### src/rtl/if_id_pkg.sv
// Shared types and constants for the IF/ID pipeline register.
package if_id_pkg;

  localparam int unsigned XLEN_DEF = 32;
  localparam int unsigned PC_W_DEF = 32;
  localparam logic [XLEN_DEF-1:0] NOP_INSN = 32'h0000_0013;

  typedef enum logic [1:0] {
    EMPTY = 2'd0,
    ONE   = 2'd1,
    TWO   = 2'd2
  } if_id_state_t;

  typedef struct packed {
    logic [XLEN_DEF-1:0] ins;
    logic [PC_W_DEF-1:0] pc;
    logic                fault;
  } if_id_entry_t;

  function automatic logic [1:0] occ_of(input if_id_state_t s);
    case (s)
      ONE:     occ_of = 2'd1;
      TWO:     occ_of = 2'd2;
      default: occ_of = 2'd0;
    endcase
  endfunction

endpackage

### src/rtl/if_id_pipe_reg.sv
// IF/ID pipeline register with valid/ready on both sides, stall and flush.
// Define IF_ID_SKID_EN to build the two-entry skid variant with a registered if_ready.
module if_id_pipe_reg #(
  parameter int unsigned          XLEN     = if_id_pkg::XLEN_DEF,
  parameter int unsigned          PC_W     = if_id_pkg::PC_W_DEF,
  parameter logic [XLEN-1:0]      NOP_INSN = if_id_pkg::NOP_INSN
) (
  input  logic            clk,
  input  logic            rst,
  input  logic            flush,
  input  logic            if_valid,
  output logic            if_ready,
  input  logic [XLEN-1:0] if_ins,
  input  logic [PC_W-1:0] if_pc,
  input  logic            if_fault,
  output logic            id_valid,
  input  logic            id_ready,
  output logic [XLEN-1:0] id_ins,
  output logic [PC_W-1:0] id_pc,
  output logic            id_fault,
  output logic [1:0]      occupancy
);

  import if_id_pkg::*;

  if_id_state_t state_q;
  if_id_entry_t main_q;
  if_id_entry_t in_d;
  logic         in_xfer;
  logic         out_xfer;

  always_comb begin
    in_d       = '0;
    in_d.ins   = if_ins;
    in_d.pc    = if_pc;
    in_d.fault = if_fault;
  end

`ifdef IF_ID_SKID_EN
  if_id_entry_t skid_q;

  // Depends only on state_q and rst, so nothing from id_ready reaches if_ready.
  assign if_ready = !rst && (state_q != TWO);
`else
  assign if_ready = !rst && ((state_q == EMPTY) || id_ready);
`endif

  assign id_valid = (state_q != EMPTY);
  assign in_xfer  = if_valid && if_ready;
  assign out_xfer = id_valid && id_ready;

  always_ff @(posedge clk) begin
    if (rst) begin
      state_q <= EMPTY;
      main_q  <= '0;
`ifdef IF_ID_SKID_EN
      skid_q  <= '0;
`endif
    end else if (flush) begin
      state_q <= EMPTY;
    end else begin
      case (state_q)
        EMPTY: begin
          if (in_xfer) begin
            main_q  <= in_d;
            state_q <= ONE;
          end
        end
        ONE: begin
          if (in_xfer && out_xfer) begin
            main_q <= in_d;
          end else if (out_xfer) begin
            state_q <= EMPTY;
`ifdef IF_ID_SKID_EN
          end else if (in_xfer) begin
            skid_q  <= in_d;
            state_q <= TWO;
`endif
          end
        end
`ifdef IF_ID_SKID_EN
        TWO: begin
          if (out_xfer) begin
            main_q  <= skid_q;
            state_q <= ONE;
          end
        end
`endif
        default: state_q <= EMPTY;
      endcase
    end
  end

  always_comb begin
    id_ins   = NOP_INSN;
    id_pc    = '0;
    id_fault = 1'b0;
    if (id_valid) begin
      id_ins   = main_q.ins;
      id_pc    = main_q.pc;
      id_fault = main_q.fault;
    end
  end

  assign occupancy = occ_of(state_q);

endmodule

### config.mk
export PLATFORM = sky130hd
export DESIGN_NAME = if_id_pipe_reg
export DESIGN_NICKNAME = d
export VERILOG_FILES = /design/src/rtl/if_id_pkg.sv /design/src/rtl/if_id_pipe_reg.sv
export SDC_FILE = /design/constraint.sdc
export NUM_CORES = 1
export LEC_CHECK = 0
export CAP_MARGIN = 30
export CORE_MARGIN = 2
export CORE_UTILIZATION = 43
export CTS_CLUSTER_DIAMETER = 30
export DETAILED_ROUTE_END_ITERATION = 12
export GPL_TIMING_DRIVEN = 0
export HOLD_SLACK_MARGIN = 0.08
export PLACE_DENSITY = 0.81
export SKIP_LAST_GASP = 1
export SYNTH_ARGS = -nofsm -noshare
export SYNTH_HDL_FRONTEND = slang
export SYNTH_SLANG_ARGS = --single-unit
### constraint.sdc
create_clock -name clk -period 1.5 [get_ports clk]
set_input_delay 0.15 -clock clk [delete_from_list [all_inputs] [get_ports clk]]
set_output_delay 0.15 -clock clk [all_outputs]
set_load 0.02 [all_outputs]
==> results.txt <==
----------------------------------------------------
[Min path]
  Worst-case hold path end point ... main_q[37]
  Type of the tightest min-delay check ... input port to flop
  Number of stages on the worst hold path ... 3
  Critical hold path startpoint ... if_ins[4]

[Floorplan]
  Area enclosed by the die boundary ... 8330 sq um
  I/O Pins ... 139
  Chip Width ... 91.3 um
  Die outline height ... 91.3 um
  Area of the core ... 7330 sq um
  Effective utilization at floorplan ... 44.7%
  Number of placement rows ... 31

[Setup path]
  Required time reported for the critical path endpoint ... 1.35 ns
  R2r worst-path depth ... 4
  Endpoint type of the worst setup path ... output pin
  Setup slack, reg-to-reg ... 0.07 ns
  CP cell instances ... nor2b_1, nor2_1, clkdlybuf4s15_2
  Arrival @ worst endpoint ... 1.37 ns
  Reg2Reg Capture Point ... main_q[15]
  Number of buffer and inverter instances along the worst setup path ... 1
  Largest delay contributor family on the critical path ... flip-flops
  Peak fanout along the critical path ... 6
  Worst Setup Start Kind ... flop
  Largest stage delay on the critical path ... 0.37 ns
  Cell type of the slowest stage on the worst timing path ... dfxtp_4
  Critical path class ... flop to output pin
  Critical R2R Launch ... state_q[0]

[STA]
  Unrepaired setup endpoints after global routing ... yes
  Final hold violations ... 0
  Number of pins with negative max-slew slack in the final report ... 0
  Crit path time final ... 1.52 ns
  Highest attainable clock frequency ... 657 MHz
  Final total negative setup slack ... -0.0215 ns
  Tcrit/Tclk final ... 101%
  Worst Clk Skew ... 0.00456 ns
  Final critical-path setup slack ... -0.0215 ns
  Final setup violation count ... 1

[Clocking]
  # hold bufs at CTS ... 0
  Number of levels the H-tree was split into ... 3
  CTS sink count ... 66
  CTS tree ... yes
  Max Buffers Root-to-Sink ... 2
  Clk root buf ... clkbuf_8
  Clock-pin slew reported for the worst setup and hold paths after clock tree synthesis ... 0.07 ns
  Number of buffers added by the clock tree synthesis step ... 9
  Insertion delay to the later sink of the worst-skew pair ... 0.34 ns

[Power]
  Power density over the cells ... 833 nW/um^2
  Largest voltage drop on the vdd net ... 0.000810 V
  Leak ... 2.19 nW

[Route]
  Routed len/inst ... 15.4 um
  Post-detailed-routing wire length ... 9820 um
  Sum of met2 wire segment lengths after detailed routing ... 4550 um
  Met1 Routed Length ... 4260 um
  Met3 Routed Length ... 856 um
  DRC violation total after the first TritonRoute iteration ... 150
  Post-route ant nets ... 0
  First-pass iteration count of the detailed router ... 4
  Total via count in the routed design ... 3259
  Drc violations ... 0
  Average via count per standard cell ... 5.12
  Highest routed layer ... met4

[Yosys]
  Largest area contributor in the netlist ... dfxtp_1
  Synth warn ... 0
  FF+latch count, synth ... 66
  Mean area per synthesized cell ... 8.62 sq um
  Net Count, Synth ... 450
  Unique cell type count in the Yosys netlist ... 19
  Post-Synthesis Cell Area ... 3270 sq um
  Portion of synthesized cell area occupied by the leading cell type ... 40.4%
  Main area contributors after synthesis ... dfxtp_1 (40%), nand2b_1 (12%), and2_1 (12%), a31o_1 (11%), a21oi_1 (9.5%)
  Share of synthesized area occupied by flip-flops and latches ... 40.4%
  Synthesized instance count ... 380

[Placement]
  Final weighted congestion in routability-driven placement ... 0.748
  Total cell area at the placement stage ... 4770 sq um
  Pre-CTS setup slack ... -0.623 ns
  Number of port buffers ... 137
  Detailed-placement wirelength estimate ... 6730 um

[GRT]
  Antenna violations before repair ... 0
  Grt ovf ... 0
  Largest net degree at the start of global routing ... 12
  Global-route wire length before repair ... 15200 um
  Global router's overall resource usage ... 22.9%
  Via count of the first global-routing pass ... 3136

[Run]
  Max-cap violation count ... 0

[Layout]
  Cell area after layout ... 5170 sq um
  Commonest non-fill, non-tap cells in the layout ... clkdlybuf4s50_1 (68), dfxtp_1 (65), nand2b_1 (63)
  Area delta synth->final ... 58.0%
  Antenna cells ... 0
  Commonest non-fill, non-tap cell in the layout ... clkdlybuf4s50_1
  Fraction of final layout cells with drive strength greater than 1 ... 29.4%
  Nets ... 602

[Status]
  Violations in the final reports ... setup timing
  Result of the run ... finished, violations left

----------------------------------------------------
-- what timing repair did --
action | CTS | global route
gates cloned | 2 | 1
setup endpoints to repair | 78 | 125
gates resized for setup | 304 | 74
setup buffers | 0 | 1
-- tightest hold or removal path: stages --
cell and delay [ns]:
clkdlybuf4s50_1 0.39, nand3_1 0.07, nand2_1 0.04
-- area by class of cell --
cell class,instances,area [sq um]
Multi-Input combinational cell,267,1780
Timing Repair Buffer,141,1370
Sequential cell,66,1330
Fill cell,599,2160
Clock inverter,4,72.6
Clock buffer,12,165
Inverter,3,11.3
Tap cell,99,124
Buffer,44,329
-- sequential cells by signal, indices dropped and copies added (netlist names) --
name and cells:
state_q 1, main_q 65
-- metrics by stage --
step	hold WS, ns	cells	utilization [%]	total power, mW
4_1_cts	0.341	634	68.2	4.31
5_1_grt	0.351	636	70.6	4.48
3_3_place_gp	0.526	616	65.1	2.53
2_1_floorplan	0.227	380	-	2.22
6_report	0.354	636	70.6	4.31
3_5_place_dp	0.533	616	65.1	2.54
-- report_power, final --
part           total [mW]  internal, mW  switching (mW)  leakage [nW]
sequential           1.89          1.85          0.0467         0.541
clock                1.76          1.07           0.693         0.119
combinational       0.651         0.384           0.267          1.53
total                4.31          3.30            1.01          2.19
-- layer usage --
| layer | global-route usage, % | vias up |
|---|---|---|
| li1 | - | 1609 |
| met1 | 28.1 | 1507 |
| met2 | 36.7 | 131 |
| met3 | 7.80 | 12 |
| met4 | 9.22 | 0 |
| met5 | 0 | - |
-- synth_stat cells (all sizes together) --
| cell | number |
|---|---|
| buf | 25 |
| nand3 | 3 |
| a31o | 62 |
| nand2 | 6 |
| nor2b | 1 |
| nand2b | 63 |
| a21oi | 62 |
| inv | 3 |
| nor3 | 1 |
| a211o | 3 |
| and2 | 62 |
| nor3b | 1 |
| conb | 1 |
| dfxtp | 66 |
| clkbuf | 19 |
| nor2 | 2 |
-- logic make-up after synthesis --
logic type,synth area share [%]
buf+inv,6.69
compound gates,26.9
other cells,0.115
flops,40.4
simple gates,26.0
-- worst max path at each step --
stage | from | to | cells after the start
floorplan | state_q[0] | main_q[13] | 5
global placement | state_q[0] | id_ins[11] | 4
detailed placement | state_q[0] | id_ins[11] | 4
CTS | state_q[0] | id_pc[30] | 4
global route | state_q[0] | id_pc[30] | 4
finish | state_q[0] | if_ready | 3
Note: power is estimated with default switching activity, not from simulation.
